### config.mk
export PLATFORM = sky130hd
export DESIGN_NAME = pixel_write_arbiter
export DESIGN_NICKNAME = d
export VERILOG_FILES = /design/src/rtl/pixel_write_arbiter.sv
export SDC_FILE = /design/constraint.sdc
export NUM_CORES = 1
export LEC_CHECK = 0
export ABC_CLOCK_PERIOD_IN_PS = 4750
export CAP_MARGIN = 15
export CORE_AREA = 3 3 175 177
export CTS_CLUSTER_DIAMETER = 200
export DETAILED_ROUTE_END_ITERATION = 6
export DIE_AREA = 0 0 178 180
export MAX_ROUTING_LAYER = met4
export PLACE_DENSITY = 0.82
export REMOVE_ABC_BUFFERS = 1
export SLEW_MARGIN = 20
export SYNTH_ARGS = -nofsm -noshare
export SYNTH_HDL_FRONTEND = slang
export SYNTH_SLANG_ARGS = --single-unit
### constraint.sdc
create_clock -name clk -period 4.75 [get_ports clk]
set_input_delay 1.1875 -clock clk [delete_from_list [all_inputs] [get_ports clk]]
set_output_delay 1.1875 -clock clk [all_outputs]
set_load 0.05 [all_outputs]
### src/rtl/pixel_write_arbiter.sv
// Two-source round-robin pixel write arbiter with off-screen clipping and a
// FIFO that drains one pixel per cycle into the VGA adapter write port.
module pixel_write_arbiter #(
  parameter int DEPTH    = 16,
  parameter int AW       = 4,
  parameter int SCREEN_W = 160,
  parameter int SCREEN_H = 120
) (
  input  logic          clk,
  input  logic          resetn,
  input  logic          src0_valid,
  input  logic [14:0]   src0_coordinates,
  input  logic [8:0]    src0_colour,
  output logic          src0_ready,
  input  logic          src1_valid,
  input  logic [14:0]   src1_coordinates,
  input  logic [8:0]    src1_colour,
  output logic          src1_ready,
  input  logic          hold,
  input  logic          flush,
  output logic [7:0]    vga_x,
  output logic [6:0]    vga_y,
  output logic [8:0]    vga_colour,
  output logic          vga_plot,
  output logic [AW:0]   fifo_count,
  output logic [7:0]    clip_count
);

  localparam logic [AW:0]   DEPTH_C    = (AW+1)'(DEPTH);
  localparam logic [AW:0]   CNT_ZERO   = {(AW+1){1'b0}};
  localparam logic [AW:0]   CNT_ONE    = {{AW{1'b0}}, 1'b1};
  localparam logic [AW-1:0] PTR_ZERO   = {AW{1'b0}};
  localparam logic [AW-1:0] PTR_ONE    = {{(AW-1){1'b0}}, 1'b1};
  localparam logic [7:0]    SCREEN_W_C = 8'(SCREEN_W);
  localparam logic [6:0]    SCREEN_H_C = 7'(SCREEN_H);

  // A pixel is drawable only when both coordinates fall inside the screen.
  function automatic logic on_screen(input logic [14:0] coord);
    return (coord[14:7] < SCREEN_W_C) && (coord[6:0] < SCREEN_H_C);
  endfunction

  logic [23:0]   mem_r [DEPTH];
  logic [AW-1:0] wr_ptr_r;
  logic [AW-1:0] rd_ptr_r;
  logic [AW:0]   count_r;
  logic          last_grant_r;
  logic [7:0]    clip_r;
  logic [7:0]    vga_x_r;
  logic [6:0]    vga_y_r;
  logic [8:0]    vga_colour_r;
  logic          vga_plot_r;

  logic          space_s;
  logic          ready0_s;
  logic          ready1_s;
  logic          accept_s;
  logic          visible_s;
  logic          push_s;
  logic          pop_s;
  logic [14:0]   sel_coord_s;
  logic [8:0]    sel_colour_s;
  logic [23:0]   head_s;

  // Grant selection: on contention the source that did not win last time goes.
  always_comb begin
    space_s  = (count_r < DEPTH_C) && !flush;
    ready0_s = 1'b0;
    ready1_s = 1'b0;
    if (src0_valid && src1_valid) begin
      if (last_grant_r) begin
        ready0_s = space_s;
      end else begin
        ready1_s = space_s;
      end
    end else if (src0_valid) begin
      ready0_s = space_s;
    end else if (src1_valid) begin
      ready1_s = space_s;
    end else begin
      ready0_s = 1'b0;
      ready1_s = 1'b0;
    end
  end

  assign src0_ready   = ready0_s;
  assign src1_ready   = ready1_s;
  assign accept_s     = ready0_s | ready1_s;
  assign sel_coord_s  = ready1_s ? src1_coordinates : src0_coordinates;
  assign sel_colour_s = ready1_s ? src1_colour : src0_colour;
  assign visible_s    = on_screen(sel_coord_s);
  assign push_s       = accept_s && visible_s;
  // Pop decision uses the start-of-cycle count, so a fresh push is never bypassed.
  assign pop_s        = !flush && !hold && (count_r != CNT_ZERO);
  assign head_s       = mem_r[rd_ptr_r];

  // Pixel storage; contents are don't-care until written, so no reset.
  always_ff @(posedge clk) begin
    if (push_s) begin
      mem_r[wr_ptr_r] <= {sel_coord_s, sel_colour_s};
    end
  end

  // FIFO pointers and occupancy; flush overrides push and pop.
  always_ff @(posedge clk or negedge resetn) begin
    if (!resetn) begin
      wr_ptr_r <= PTR_ZERO;
      rd_ptr_r <= PTR_ZERO;
      count_r  <= CNT_ZERO;
    end else if (flush) begin
      wr_ptr_r <= PTR_ZERO;
      rd_ptr_r <= PTR_ZERO;
      count_r  <= CNT_ZERO;
    end else begin
      if (push_s) begin
        wr_ptr_r <= wr_ptr_r + PTR_ONE;
      end
      if (pop_s) begin
        rd_ptr_r <= rd_ptr_r + PTR_ONE;
      end
      case ({push_s, pop_s})
        2'b10:   count_r <= count_r + CNT_ONE;
        2'b01:   count_r <= count_r - CNT_ONE;
        default: count_r <= count_r;
      endcase
    end
  end

  // Round-robin history and clip statistics survive a flush.
  always_ff @(posedge clk or negedge resetn) begin
    if (!resetn) begin
      last_grant_r <= 1'b1;
      clip_r       <= 8'd0;
    end else begin
      if (accept_s) begin
        last_grant_r <= ready1_s;
      end
      if (accept_s && !visible_s && (clip_r != 8'hFF)) begin
        clip_r <= clip_r + 8'd1;
      end
    end
  end

  // VGA write port: one plot pulse per popped entry, coordinates held otherwise.
  always_ff @(posedge clk or negedge resetn) begin
    if (!resetn) begin
      vga_x_r      <= 8'd0;
      vga_y_r      <= 7'd0;
      vga_colour_r <= 9'd0;
      vga_plot_r   <= 1'b0;
    end else if (pop_s) begin
      vga_x_r      <= head_s[23:16];
      vga_y_r      <= head_s[15:9];
      vga_colour_r <= head_s[8:0];
      vga_plot_r   <= 1'b1;
    end else begin
      vga_plot_r   <= 1'b0;
    end
  end

  assign vga_x      = vga_x_r;
  assign vga_y      = vga_y_r;
  assign vga_colour = vga_colour_r;
  assign vga_plot   = vga_plot_r;
  assign fifo_count = count_r;
  assign clip_count = clip_r;

endmodule

==> results of run 1 <==
## flip-flops by register name (all words and copies together) (netlist names)
register / count
vga_x: 8
wr_ptr_r: 4
rd_ptr_r: 4
last_grant_r: 1
vga_y: 7
vga_plot: 1
mem_r: 384
fifo_count: 5
vga_colour: 9
clip_count: 8
## where the power goes
group	internal, mW	switching, mW	total [mW]
clock network	1.90	1.36	3.25
registers	4.43	0.268	4.70
logic	0.902	1.34	2.24
## through the flow
| step | setup TNS (ns) | utilization | hold slack (ns) | total power [mW] | setup WS, ns |
|---|---|---|---|---|---|
| final | 0 | 0.689 | 0.481 | 10.2 | 1.01 |
| after global placement | 0 | 0.643 | 0.468 | 6.93 | 0.769 |
| after CTS | 0 | 0.689 | 0.488 | 10.2 | 1.07 |
| after detailed placement | 0 | 0.643 | 0.470 | 6.99 | 0.554 |
| after global routing | 0 | 0.689 | 0.514 | 10.5 | 0.804 |
| after floorplan | -15.86 | - | 0.465 | 6.33 | -0.645 |
## layout make-up
cell class,count,share of cell area
Sequential cell,431,0.628
Multi-Input combinational cell,505,0.217
Timing Repair Buffer,132,0.0624
Clock buffer,55,0.0578
Tap cell,390,0.0241
Clock inverter,21,0.00865
Inverter,9,0.00167
## worst max-delay path, delay by kind of cell
family | cells | cell delay (ns)
AO/OA/AOI/OAI | 5 | 1.03
AND/OR/NAND/NOR | 3 | 0.85
XOR/XNOR | 1 | 0.16
buffers and inverters | 2 | 0.65
adder cells (fa/ha/maj) | 1 | 0.30
## kinds of logic after synthesis
logic type               count (synthesis)  synth area share
buffers and inverters                   67            0.0169
XOR/XNOR                                13           0.00656
AO/OA/AOI/OAI                          158            0.0606
AND/OR/NAND/NOR                        204            0.0538
multiplexers                           122             0.124
adder cells (fa/ha/maj)                  8           0.00577
flip-flops                             431             0.732
## synthesized netlist by cell type (7+ instances only)
library cell and number:
buf_2 16, a21boi_0 24, o21ai_0 23, mux2_2 25, o31ai_1 25, nor2_1 32
o22ai_1 25, a21oi_1 10, ha_1 8, dfrtp_1 46, inv_1 7, xor2_1 7
o21ai_1 9, nand2_1 109, nand2b_1 30, nand3_1 9, nor3_1 10, edfxtp_1 384
clkbuf_1 36, a31oi_1 26, mux4_2 72, mux2i_1 25
## path summary, 6_finish.rpt
kind	end	depth (start not counted)	from
min reg2reg	vga_colour[7]$_DFFE_PN0P_	2	vga_colour[7]$_DFFE_PN0P_
min	vga_colour[7]$_DFFE_PN0P_	2	vga_colour[7]$_DFFE_PN0P_
max	fifo_count[4]$_DFFE_PN0P_	12	flush
max in group asynchronous	last_grant_r$_DFFE_PN1P_	2	resetn
max reg2reg	fifo_count[4]$_DFFE_PN0P_	10	fifo_count[4]$_DFFE_PN0P_
min in group asynchronous	vga_x[3]$_DFFE_PN0P_	1	resetn
## layer usage
layer  track usage  vias to the layer above
li1              -                     4199
met1         0.371                     4996
met2         0.417                      603
met3        0.0564                      121
met4        0.0905                        0
met5             -                        -
==> flow_metrics.tcl, run 1 <==
set metrics [dict create \
    outcome "finished, final reports clean" \
    die_x_um 178 \
    drv_cap 0 \
    hold_buffers 0 \
    htreeDepth 2 \
    clkSinkCount 431 \
    drt-initial-drc-count 1163 \
    drc 0 \
    async_reset_ff_frac 0.109 \
    grt_pass1_wl_um 63100 \
    met2_length_um 19900 \
    grt_start_max_net_pins 53 \
    antenna_found_initial 0 \
    portBuffers 93 \
    drt.antenna.violating_nets 0 \
    hp-class "flip-flop to flip-flop" \
    rows 63 \
    grtUsageTotal 0.272 \
    layout_commonest_cell "edfxtp_1" \
    path_class "primary input to flip-flop" \
    yosysTopAreaCell "edfxtp_1" \
    fin_cells 1543 \
    layout_common_cells "384 x edfxtp_1, 109 x nand2_1, 90 x clkdlybuf4s50_1" \
    cts_resized 0 \
    relSlewSlack 0.333 \
    hold_viol_final 0 \
    avgSynthCellArea_um2 17.3 \
    drive_gt1_frac 0.200 \
    maxSlewViolCount 0 \
    post_drt_wl_per_cell_um 26.6 \
    via_per_inst 6.43 \
    postLayoutCellArea_um2 20300 \
    synth_seq_area_share 0.732 \
    die_h_um 180 \
    tightest_slew_ns 1.00 \
    final.fill_count 1781 \
    placed_area_um2 18900 \
    setup_viol 0 \
    dp_hpwl_um 22800 \
    ir_drop_uv 400 \
    antenna_cells 0 \
    ctsRootBufferMaster "clkbuf_16" \
    synth_edf_count 384 \
    die_area_um2 32000 \
    slowest_stage "clkdlybuf4s50_1" \
    finClkSkew_ns 0.0197 \
    overflow 0 \
    numCtsBuffers 41 \
    clkTransAtPathRegs_ns 0.07 \
    cp.arrival_ns 4.18 \
    synth_flop_cell "edfxtp_1" \
    postCtsSetupBuffers 0 \
    met1_length_um 15600 \
    start_util 0.590 \
    ys_warn_count 0 \
    dr.max_layer_used "met4" \
    ff_latch_area_um2 12700 \
    synth_cell_types 48 \
    synthTopCellsByArea "edfxtp_1 66%, mux4_2 9.3%, dfrtp_1 6.6%" \
    leakage_nw 6.70 \
    critPathMaxStageDelay_ns 0.43 \
    end_kind "flip-flop" \
    place_congestion 0.843 \
    cts_tree "done" \
    finalCritPeriodShare 0.788 \
    areaGrowthSynthToFinish_pct 16.7 \
    worstPathCellList "clkdlybuf4s50_1, buf_4, a211oi_2, nand4_1, nand2_1, nor2_1, xnor2_1, ha_1, a31oi_1, a211oi_1, a311oi_1, a211oi_1" \
    regToRegSetupSlack_ns 1.81 \
    p_per_area_nw_per_um2 503 \
    yosysTopAreaCellShare 0.664 \
    required_ns 5.19 \
    clk_path_buf_depth 3 \
    multiInputGateArea_um2 4400 \
    drt_pre_antenna_iters 5 \
    wirelength_um 41100 \
    cp_max_fo 17 \
    wl_met3_um 4210 \
    max_freq_mhz 267 \
    ios 94 \
    ys_ff_latch 431 \
    grt_pass1_vias 10300 \
    synth_cells 1003 \
    cpMostUsedCell "a211oi_1" \
    fin_nets 1182 \
    start_kind "primary input" \
    vias 9919 \
    finalCriticalPeriod_ns 3.74 \
    core_area_um2 29400 \
    rsz0062_at_grt "false" \
    syn-cell-area_um2 17400 \
    dp_cells 1467 \
    insertion_delay_ns 0.54 \
]
No activity file was read; power rests on OpenSTA's default activity.
==> inputs of run 2 (changes only) <==
--- a/config.mk
+++ b/config.mk
@@ -5,14 +5,14 @@
 export SDC_FILE = /design/constraint.sdc
 export NUM_CORES = 1
 export LEC_CHECK = 0
-export ABC_CLOCK_PERIOD_IN_PS = 4750
+export ABC_CLOCK_PERIOD_IN_PS = 3270
 export CAP_MARGIN = 15
-export CORE_AREA = 3 3 175 177
+export CORE_AREA = 3 3 184 186
 export CTS_CLUSTER_DIAMETER = 200
 export DETAILED_ROUTE_END_ITERATION = 6
-export DIE_AREA = 0 0 178 180
+export DIE_AREA = 0 0 187 189
 export MAX_ROUTING_LAYER = met4
-export PLACE_DENSITY = 0.82
+export PLACE_DENSITY = 0.78
 export REMOVE_ABC_BUFFERS = 1
 export SLEW_MARGIN = 20
 export SYNTH_ARGS = -nofsm -noshare
==> constraint.sdc (replaced) <==
create_clock -name clk -period 3.27 [get_ports clk]
set_input_delay 0.8175 -clock clk [delete_from_list [all_inputs] [get_ports clk]]
set_output_delay 0.8175 -clock clk [all_outputs]
set_load 0.05 [all_outputs]
==> flow_metrics.tcl, run 2 (synthesis results as in run 1) <==
set metrics [dict create \
    grt_pass1_vias 10400 \
    start_util 0.535 \
    maxSlewViolCount 0 \
    outcome "finished, final reports clean" \
    drc 0 \
    postLayoutCellArea_um2 20600 \
    finClkSkew_ns 0.0136 \
    die_h_um 189 \
    clk_path_buf_depth 3 \
    wirelength_um 40800 \
    cp_max_fo 5 \
    path_buf_inv 2 \
    htreeDepth 2 \
    portBuffers 93 \
    post_drt_wl_per_cell_um 25.2 \
    postCtsSetupBuffers 0 \
    cts_tree "done" \
    tns_ns 0 \
    clkTransAtPathRegs_ns 0.05 \
    end_kind "primary output" \
    grt_pass1_wl_um 62800 \
    ir_drop_uv 476 \
    fin_util 0.635 \
    largest_register_ffs 384 \
    insertion_delay_ns 0.53 \
    numCtsBuffers 42 \
    timing.final.ws_setup_ns 0.298 \
    tightest_slew_ns 0.975 \
    leakage_nw 6.82 \
    ios 94 \
    start_kind "primary input" \
    rows 66 \
    cp.arrival_ns 2.15 \
    cts_resized 0 \
    hp-class "primary input to asynchronous set/reset pin" \
    fin_nets 1206 \
    dp_hpwl_um 24500 \
    slowest_stage "clkdlybuf4s50_1" \
    die_area_um2 35300 \
    crit_family "buffers and inverters" \
    drive_gt1_frac 0.212 \
    relSlewSlack 0.350 \
    clkSinkCount 431 \
    busiest_layer "met2" \
    max_freq_mhz 337 \
    core_area_um2 32500 \
    setup_viol 0 \
    areaGrowthSynthToFinish_pct 18.8 \
    antenna_cells 0 \
    via_per_inst 6.09 \
    drt.antenna.violating_nets 0 \
    placed_area_um2 19300 \
    drv_cap 0 \
    regToRegSetupSlack_ns 0.53 \
    place_ws_ns -0.0108 \
    path_class "primary input to primary output" \
    grt_use_met3 0.0378 \
    place_congestion 0.835 \
    hold_buffers 0 \
    largest_register "mem_r" \
    drt-initial-drc-count 1018 \
    die_x_um 187 \
    timing.hold.ws_ns 0.443 \
    grt_start_max_net_pins 73 \
    drt_pre_antenna_iters 6 \
    layout_common_cells "384 x edfxtp_1, 109 x nand2_1, 90 x clkdlybuf4s50_1" \
    grt.met1_usage 0.314 \
    r2r_end "fifo_count[4]$_DFFE_PN0P_" \
    critPathMaxStageDelay_ns 0.52 \
    reg2reg_from "fifo_count[2]$_DFFE_PN0P_" \
    vias 9861 \
    overflow 0 \
    layout_commonest_cell "edfxtp_1" \
    rsz0062_at_grt "false" \
    ctsRootBufferMaster "clkbuf_16" \
    p_per_area_nw_per_um2 717 \
    reg2reg_depth 7 \
    required_ns 2.45 \
    finalCriticalPeriod_ns 2.97 \
    finalCritPeriodShare 0.909 \
    hold_viol_final 0 \
    worstPathCellList "clkdlybuf4s50_1, or3b_4, nor2_1, buf_12" \
    grtUsageMet2 0.395 \
    antenna_found_initial 0 \
    grtUsageTotal 0.242 \
]
-- run 2: how the worst max path moves through the flow --
stage	start	end	depth (start not counted)
2_1_floorplan	rd_ptr_r[0]$_DFFE_PN0P_	vga_colour[0]$_DFFE_PN0P_	4
3_3_place_gp	src0_valid	fifo_count[4]$_DFFE_PN0P_	11
3_5_place_dp	src0_valid	fifo_count[4]$_DFFE_PN0P_	11
4_1_cts	flush	src1_ready	6
5_1_grt	flush	src1_ready	6
6_report	src0_valid	src0_ready	4
-- run 2: layer usage --
layer / share of wire / wire [um]
met1: 0.39 / 15800
met2: 0.50 / 20500
met3: 0.073 / 2970
met4: 0.036 / 1470
met5: 0 / 0
-- run 2: layout make-up --
type	count	area, um2
clock buffer	66	1220
tap	442	553
clock inverter	12	106
inverter	9	33.8
timing repair buffer	155	1590
sequential	431	12700
fill	2201	11800
multi-input combinational	505	4400
-- run 2: power breakdown --
group | switching [mW] | internal (mW) | total, mW
logic | 2.06 | 1.37 | 3.43
registers | 0.298 | 6.44 | 6.74
clock network | 1.97 | 2.66 | 4.63
-- run 2: through the flow --
step / total power, mW / std cells
after floorplan: 9.19 / 945
after global placement: 10.2 / 1542
after detailed placement: 10.3 / 1542
after CTS: 14.9 / 1620
after global routing: 15.3 / 1620
final: 14.8 / 1620
-- run 2: worst reg2reg max path, delay by kind of cell (launching register included) --
kind	cells	cell delay (ns)
buffers and inverters	2	0.76
AO/OA/AOI/OAI	3	0.64
AND/OR/NAND/NOR	2	0.71
flip-flops	1	0.51
